$ cat src/rtl/uart_hamming_transmitter.sv
// UART transmitter for 7-bit Hamming(7,4) codewords: one-entry holding buffer,
// start/7 data/stop framing at CLKS_PER_BIT enabled clocks per bit.
module uart_hamming_transmitter #(
  parameter int CLKS_PER_BIT = 8,
  parameter bit ENCODE       = 1'b1
) (
  input  logic       clk,
  input  logic       rst_n,
  input  logic       ena,
  input  logic [6:0] data_in,
  input  logic       valid_in,
  output logic       ready_out,
  output logic       tx,
  output logic [1:0] state_out,
  output logic       busy
);

  localparam int CNT_W = (CLKS_PER_BIT > 2) ? $clog2(CLKS_PER_BIT) : 1;
  localparam logic [CNT_W-1:0] CNT_LAST = CNT_W'(CLKS_PER_BIT - 1);

  typedef enum logic [1:0] {
    IDLE  = 2'b00,
    START = 2'b01,
    DATA  = 2'b10,
    STOP  = 2'b11
  } state_t;

  state_t           state, state_nx;
  logic             tx_nx;
  logic [6:0]       hold, hold_nx;
  logic             hold_full, hold_full_nx;
  logic [6:0]       shifter, shifter_nx;
  logic [CNT_W-1:0] sample_cnt, sample_cnt_nx;
  logic [2:0]       bit_cnt, bit_cnt_nx;

  logic [6:0] encoded;
  logic [6:0] codeword;
  logic       bit_end;
  logic       load;

  assign encoded = {data_in[3], data_in[2], data_in[1],
                    data_in[1] ^ data_in[2] ^ data_in[3],
                    data_in[0],
                    data_in[0] ^ data_in[2] ^ data_in[3],
                    data_in[0] ^ data_in[1] ^ data_in[3]};
  assign codeword = ENCODE ? encoded : data_in;

  assign ready_out = ~hold_full;
  assign busy      = (state != IDLE) | hold_full;
  assign state_out = state;
  assign bit_end   = (sample_cnt == CNT_LAST);

  always_ff @(posedge clk or negedge rst_n) begin
    if (!rst_n) begin
      state      <= IDLE;
      tx         <= 1'b1;
      hold       <= '0;
      hold_full  <= 1'b0;
      shifter    <= '0;
      sample_cnt <= '0;
      bit_cnt    <= '0;
    end else if (ena) begin
      state      <= state_nx;
      tx         <= tx_nx;
      hold       <= hold_nx;
      hold_full  <= hold_full_nx;
      shifter    <= shifter_nx;
      sample_cnt <= sample_cnt_nx;
      bit_cnt    <= bit_cnt_nx;
    end
  end

  always_comb begin
    state_nx      = state;
    tx_nx         = tx;
    hold_nx       = hold;
    hold_full_nx  = hold_full;
    shifter_nx    = shifter;
    sample_cnt_nx = bit_end ? '0 : sample_cnt + 1'b1;
    bit_cnt_nx    = bit_cnt;
    load          = 1'b0;

    case (state)
      IDLE: begin
        sample_cnt_nx = '0;
        load          = hold_full;
      end
      START: begin
        if (bit_end) begin
          state_nx   = DATA;
          tx_nx      = shifter[0];
          bit_cnt_nx = '0;
        end
      end
      DATA: begin
        if (bit_end) begin
          if (bit_cnt == 3'd6) begin
            state_nx = STOP;
            tx_nx    = 1'b1;
          end else begin
            shifter_nx = shifter >> 1;
            tx_nx      = shifter[1];
            bit_cnt_nx = bit_cnt + 3'd1;
          end
        end
      end
      STOP: begin
        if (bit_end) begin
          state_nx = IDLE;
          load     = hold_full;
        end
      end
      default: begin
        state_nx      = IDLE;
        tx_nx         = 1'b1;
        sample_cnt_nx = '0;
      end
    endcase

    // Load from the holding buffer chains frames with no idle gap after the stop bit.
    if (load) begin
      shifter_nx    = hold;
      hold_full_nx  = 1'b0;
      state_nx      = START;
      tx_nx         = 1'b0;
      sample_cnt_nx = '0;
    end

    if (valid_in && ready_out) begin
      hold_nx      = codeword;
      hold_full_nx = 1'b1;
    end
  end

endmodule

$ cat config.mk
export PLATFORM = sky130hd
export DESIGN_NAME = uart_hamming_transmitter
export DESIGN_NICKNAME = d
export VERILOG_FILES = /design/src/rtl/uart_hamming_transmitter.sv
export SDC_FILE = /design/constraint.sdc
export NUM_CORES = 1
export LEC_CHECK = 0
export ABC_AREA = 1
export CORE_MARGIN = 2
export CORE_UTILIZATION = 25
export DETAILED_ROUTE_END_ITERATION = 16
export GPL_ROUTABILITY_DRIVEN = 0
export HOLD_SLACK_MARGIN = 0.06
export SLEW_MARGIN = 20
export SYNTH_ARGS = -nofsm -noshare
export SYNTH_HDL_FRONTEND = slang
export SYNTH_SLANG_ARGS = --single-unit
export TNS_END_PERCENT = 5
$ cat constraint.sdc
create_clock -name clk -period 2 [get_ports clk]
set_input_delay 0.5 -clock clk [delete_from_list [all_inputs] [get_ports clk]]
set_output_delay 0.5 -clock clk [all_outputs]
set_load 0.01 [all_outputs]
### Word-level counts from Yosys, hierarchy flattened

Cells that the tools add are included.
Widths: inputs -> output; s select.

* add/sub/neg operators: 2
* eq/ne operators: 13
* bitwise operators: 8
* reductions and logical operators: 15
* multiplexer cells: 26

Operators by type and width (count)
* $mux 7: 4
* $mux 3: 6
* $ne 3x3->1 const B: 4
* $mux 2: 5
* $reduce_bool 2->1: 5
* $ne 2x2->1 const B: 4
* $reduce_and 4->1: 2
* $mux 1: 7
* $add 3x1->3 const B: 2
* $eq 3x3->1 const B: 2
* $pmux 2 s3: 1
* $pmux 3 s2: 1
* $reduce_and 6->1: 1
* $xor 1x1->1: 6
* $reduce_and 5->1: 1
* $eq 2x2->1 const B: 2
* $pmux 1 s2: 2
* $reduce_and 2->1: 2
* $reduce_bool 4->1: 1
* $reduce_bool 3->1: 1
* $eq 2x1->1 const B: 1
* $logic_not 2->1: 1
* $logic_and 1x1->1: 1
* $not 1->1: 1
* $or 1x1->1: 1

* output and inout bits: 5
* bits of input ports: 11
* word-level logic and storage cells: 71
* flip-flop bits (word level): 24

### Longest topological paths before layout

* word-level depth: 5
* gate-level depth with buffers: 12
* mapped depth without buffers: 11

### Worst setup path after synthesis

OpenSTA, ideal clock, no wires.

* path kind: register to register
* start point: register state[0] (netlist: state_out[0])
* end point: register shifter[3]
* slack: 0.430 ns
* arrival: 1.448 ns
* setup time: 0.122 ns
* cell stages (with the launch flop): 9
* path buffers: 1
* data required time: 1.878 ns
* cell sequence: dfrtp_1 > inv_1 > ha_1 > nor2_2 > nand2_2 > buf_6 > or2_0 > o211ai_2 > o21ai_2

* cells in the longest elaborated chain, start to end: 4
* elaborated cells on any way between the ends: 9
* classes of those cells: eq/ne (3); mux (2); reduce/logical (4)

RTL lines
* start, declared: line 28 `state_t state, state_nx;`
* start signal, assigned: line 63 `state <= state_nx;`
* $eq 2x2->1 or $logic_not 2->1 (tied branches): line 83 `case (state)`
* $pmux 1 s2: line 83
* $ne 2x2->1 (no line) or $reduce_bool 2->1 (tied branches)
* $reduce_and 4->1 (no line)
* end signal, assigned: line 67 `shifter <= shifter_nx;`
* end, declared: line 32 `logic [6:0] shifter, shifter_nx;`

Parallel ways exist; a longest one is shown, timed or not.
A chain may end at the register's enable or synchronous reset.

### Worst setup path after layout

* start point: register tx
* end point: output tx

RTL lines
* start, declared: line 13 `output logic tx,`
* start signal, assigned: line 64 `tx <= tx_nx;`

No word-level cell between the ends.

==> metrics.txt <==
# TYPE chip_impl_metric gauge
chip_impl_info{name="run_status",value="complete, no violations"} 1
chip_impl_metric{name="timing.reg2reg.worst_path_depth",unit=""} 11
chip_impl_metric{name="post-route-drc-count",unit=""} 0
chip_impl_metric{name="synthMuxAreaShare",unit=""} 0.0232
chip_impl_metric{name="synthDistinctLibCells",unit=""} 35
chip_impl_metric{name="post_synth_xor_xnor_area",unit=""} 0.0313
chip_impl_metric{name="pwr_density_cell",unit="nW/um^2"} 1430
chip_impl_metric{name="timing.critical_path.fanout_max",unit=""} 2
chip_impl_metric{name="via_per_inst",unit=""} 4.14
chip_impl_metric{name="firstDrtPassIters",unit=""} 4
chip_impl_metric{name="layout-drive-gt1-share",unit=""} 0.230
chip_impl_metric{name="crit_path_max_incr_delay",unit="ns"} 0.54
chip_impl_metric{name="cts-htree-levels",unit=""} 1
chip_impl_metric{name="setup_tns_final",unit="ns"} 0
chip_impl_metric{name="final.min_clock_period",unit="ns"} 1.84
chip_impl_metric{name="detail_route.iter0.violations",unit=""} 32
chip_impl_metric{name="timing.final.hold_violations",unit=""} 0
chip_impl_metric{name="grt_overflow",unit=""} 0
chip_impl_metric{name="cts_sinks",unit=""} 24
chip_impl_metric{name="syn_to_final_growth",unit="%"} 22.1
chip_impl_metric{name="antenna_found_initial",unit=""} 0
chip_impl_metric{name="postRouteAntennaNets",unit=""} 0
chip_impl_metric{name="buf_inv_stages_crit_path",unit=""} 1
chip_impl_metric{name="post_synth.cell_area_avg",unit="sq um"} 9.16
chip_impl_metric{name="fp.dieArea",unit="sq um"} 6220
chip_impl_metric{name="critPathRequiredTime",unit="ns"} 1.50
chip_impl_info{name="synth_top_family_by_area",value="simple AND/OR/NAND/NOR gates"} 1
chip_impl_metric{name="chipHeight",unit="um"} 78.9
chip_impl_metric{name="highest_ir_drop_seen_on_vdd",unit="mV"} 0.567
chip_impl_metric{name="synth_area",unit="sq um"} 1400
chip_impl_metric{name="layout.cells.non_filler",unit=""} 246
chip_impl_metric{name="number_of_port_buffers",unit=""} 12
chip_impl_metric{name="placementRows",unit=""} 27
chip_impl_metric{name="dpl.cell_count",unit=""} 240
chip_impl_metric{name="final_util",unit=""} 0.313
chip_impl_info{name="synth-main-ff-cell",value="dfrtp_1"} 1
chip_impl_metric{name="synthesis.yosys.warnings",unit=""} 0
chip_impl_metric{name="dp_hpwl",unit="um"} 1860
chip_impl_info{name="hold_class",value="reg2reg"} 1
chip_impl_metric{name="synth-compound-area-share",unit=""} 0.105
chip_impl_metric{name="vias_in_the_first_global_route",unit=""} 1017
chip_impl_metric{name="route.vias.total",unit=""} 1019
chip_impl_metric{name="synth_simple_gate_area_frac",unit=""} 0.258
chip_impl_metric{name="critical_path_depth_in_cells",unit=""} 1
chip_impl_info{name="cp-end-kind",value="output pin"} 1
chip_impl_metric{name="total_routing_usage_reported_by_global_routing",unit=""} 0.0913
chip_impl_metric{name="report.final.setup_viol",unit=""} 0
chip_impl_metric{name="tightestPinTransition",unit="ns"} 0.323
chip_impl_metric{name="critPathArrivalTime",unit="ns"} 1.34
chip_impl_metric{name="final_net_count",unit=""} 194
chip_impl_info{name="slowest_stage",value="dfstp_2"} 1
chip_impl_metric{name="n_fill_cell",unit=""} 610
chip_impl_info{name="most-common-layout-cells",value="nand2_1, dfrtp_1, inv_1"} 1
chip_impl_info{name="layout_commonest_cell",value="nand2_1"} 1
chip_impl_metric{name="num_io_pins",unit=""} 16
chip_impl_metric{name="final_min_period_over_clock_period",unit=""} 0.921
chip_impl_info{name="rsz0062_at_grt",value="no"} 1
chip_impl_metric{name="floorplan.initialDensity",unit=""} 0.256
chip_impl_info{name="tritoncts",value="done"} 1
chip_impl_info{name="worstSetupPathType",value="reg2out"} 1
chip_impl_info{name="cp_top_family",value="flip-flops"} 1
chip_impl_info{name="cts-root-buf",value="clkbuf_8"} 1
chip_impl_metric{name="chipWidth",unit="um"} 78.9
chip_impl_metric{name="maxCapViolations",unit=""} 0
chip_impl_metric{name="timing_max_transition_violations_final",unit=""} 0
chip_impl_metric{name="total_wire_length",unit="um"} 2520
chip_impl_metric{name="cts_buffers",unit=""} 3
chip_impl_metric{name="clock.fmax",unit="MHz"} 543
chip_impl_metric{name="routedWlPerCell",unit="um"} 10.2
chip_impl_metric{name="syn_nets",unit=""} 172
chip_impl_info{name="kind_of_start_point_of_the_critical_path",value="register"} 1
chip_impl_metric{name="synth_sequential_area_ratio",unit=""} 0.429
chip_impl_metric{name="grt_pass1_wl",unit="um"} 4550
chip_impl_metric{name="clk-insertion-delay-late",unit="ns"} 0.27
chip_impl_metric{name="synth-seq-cells",unit=""} 24
chip_impl_metric{name="finalPower",unit="mW"} 2.45
chip_impl_metric{name="post_synth_fa_ha_maj_area_fraction",unit=""} 0.0714
chip_impl_metric{name="async_reset_ff_frac",unit=""} 1.00
chip_impl_metric{name="clock-skew-final",unit="ns"} 0.00365
chip_impl_metric{name="hold-path-cell-count",unit=""} 1
chip_impl_metric{name="core_area",unit="sq um"} 5470
chip_impl_metric{name="syn-instance-count",unit=""} 153
chip_impl_metric{name="whs",unit="ns"} 0.464
chip_impl_metric{name="clockBufferDepth",unit=""} 2
chip_impl_metric{name="worst_case_headroom_to_the_max_slew_limit",unit=""} 0.785
chip_impl_metric{name="synth_enable_flop_cells",unit=""} 0
chip_impl_metric{name="p_leak",unit="nW"} 0.832
chip_impl_metric{name="clkTransAtPathRegs",unit="ns"} 0.09
chip_impl_metric{name="grt_start_max_net_pins",unit=""} 25
chip_impl_info{name="list_of_cells_traversed_by_the_critical_path",value="clkdlybuf4s50_1"} 1
chip_impl_metric{name="number_of_antenna_repair_diodes",unit=""} 0
## state kept, by name (all words and copies together) (netlist names)
| name | cells |
|---|---|
| hold | 7 |
| bit_cnt | 3 |
| sample_cnt | 3 |
| shifter | 7 |
| state_out | 2 |
| hold_full | 1 |
| tx | 1 |
## layer usage
layer	up-vias	track usage	routed length [um]
met5	-	0	0
li1	534	-	-
met1	471	0.120	1280
met2	12	0.150	1150
met4	0	0.0362	23
met3	2	0.0148	71
## report_power, final
part	switching, mW	internal (mW)
registers	0.116	0.705
logic	0.679	0.515
clock network	0.166	0.268
## through the flow
stage / setup slack (ns) / cell area [sq um]
after floorplan: 0.430 / 1400
after global placement: 0.127 / 1630
after detailed placement: 0.126 / 1630
after CTS: 0.141 / 1710
after global routing: 0.124 / 1710
final: 0.159 / 1710
## cell type report
class | instances | area, sq um | share of cell area
inverter | 18 | 67.6 | 0.0395
clock buffer | 3 | 41.3 | 0.0241
sequential | 24 | 602 | 0.352
tap | 72 | 90.1 | 0.0527
timing repair buffer | 22 | 194 | 0.113
clock inverter | 1 | 30.0 | 0.0176
multi-input combinational | 106 | 686 | 0.401
## final timing paths
check                                       endpoint  slack (ns)                 startpoint
max                                               tx        0.16             tx$_DFFE_PN1P_
min                           bit_cnt[2]$_DFFE_PN0P_        0.46     bit_cnt[2]$_DFFE_PN0P_
max reg2reg                 state_out[1]$_DFFE_PN0P_        0.31  sample_cnt[0]$_DFFE_PN0P_
min reg2reg                   bit_cnt[2]$_DFFE_PN0P_        0.46     bit_cnt[2]$_DFFE_PN0P_
max in group asynchronous             tx$_DFFE_PN1P_        1.13                      rst_n
min in group asynchronous  sample_cnt[2]$_DFFE_PN0P_        0.58                      rst_n
## repair_timing
action,4_1_cts,5_1_grt
gates resized for setup,1,0
endpoints found under the setup margin,1,0
hold buffers,0,0
setup buffers,2,0
endpoints found under the hold margin,0,0
## synthesized netlist by cell type (4+ instances only)
master	number	area, sq um
nand2_1	41	154
dfrtp_1	23	576
inv_1	13	48.8
ha_1	8	100
nor2_1	7	26.3
nand3_1	6	30.0
inv_2	5	18.8
nand3_2	5	50.1
o211ai_2	4	50.1
o21ai_1	4	20.0
## logic make-up after synthesis
kind of cell / count (synthesis)
adder cells (fa/ha/maj): 8
buffers and inverters: 23
XOR/XNOR: 5
AO/OA/AOI/OAI: 20
flip-flops: 24
AND/OR/NAND/NOR: 70
multiplexers: 3
(Power assumes the default switching activity.)
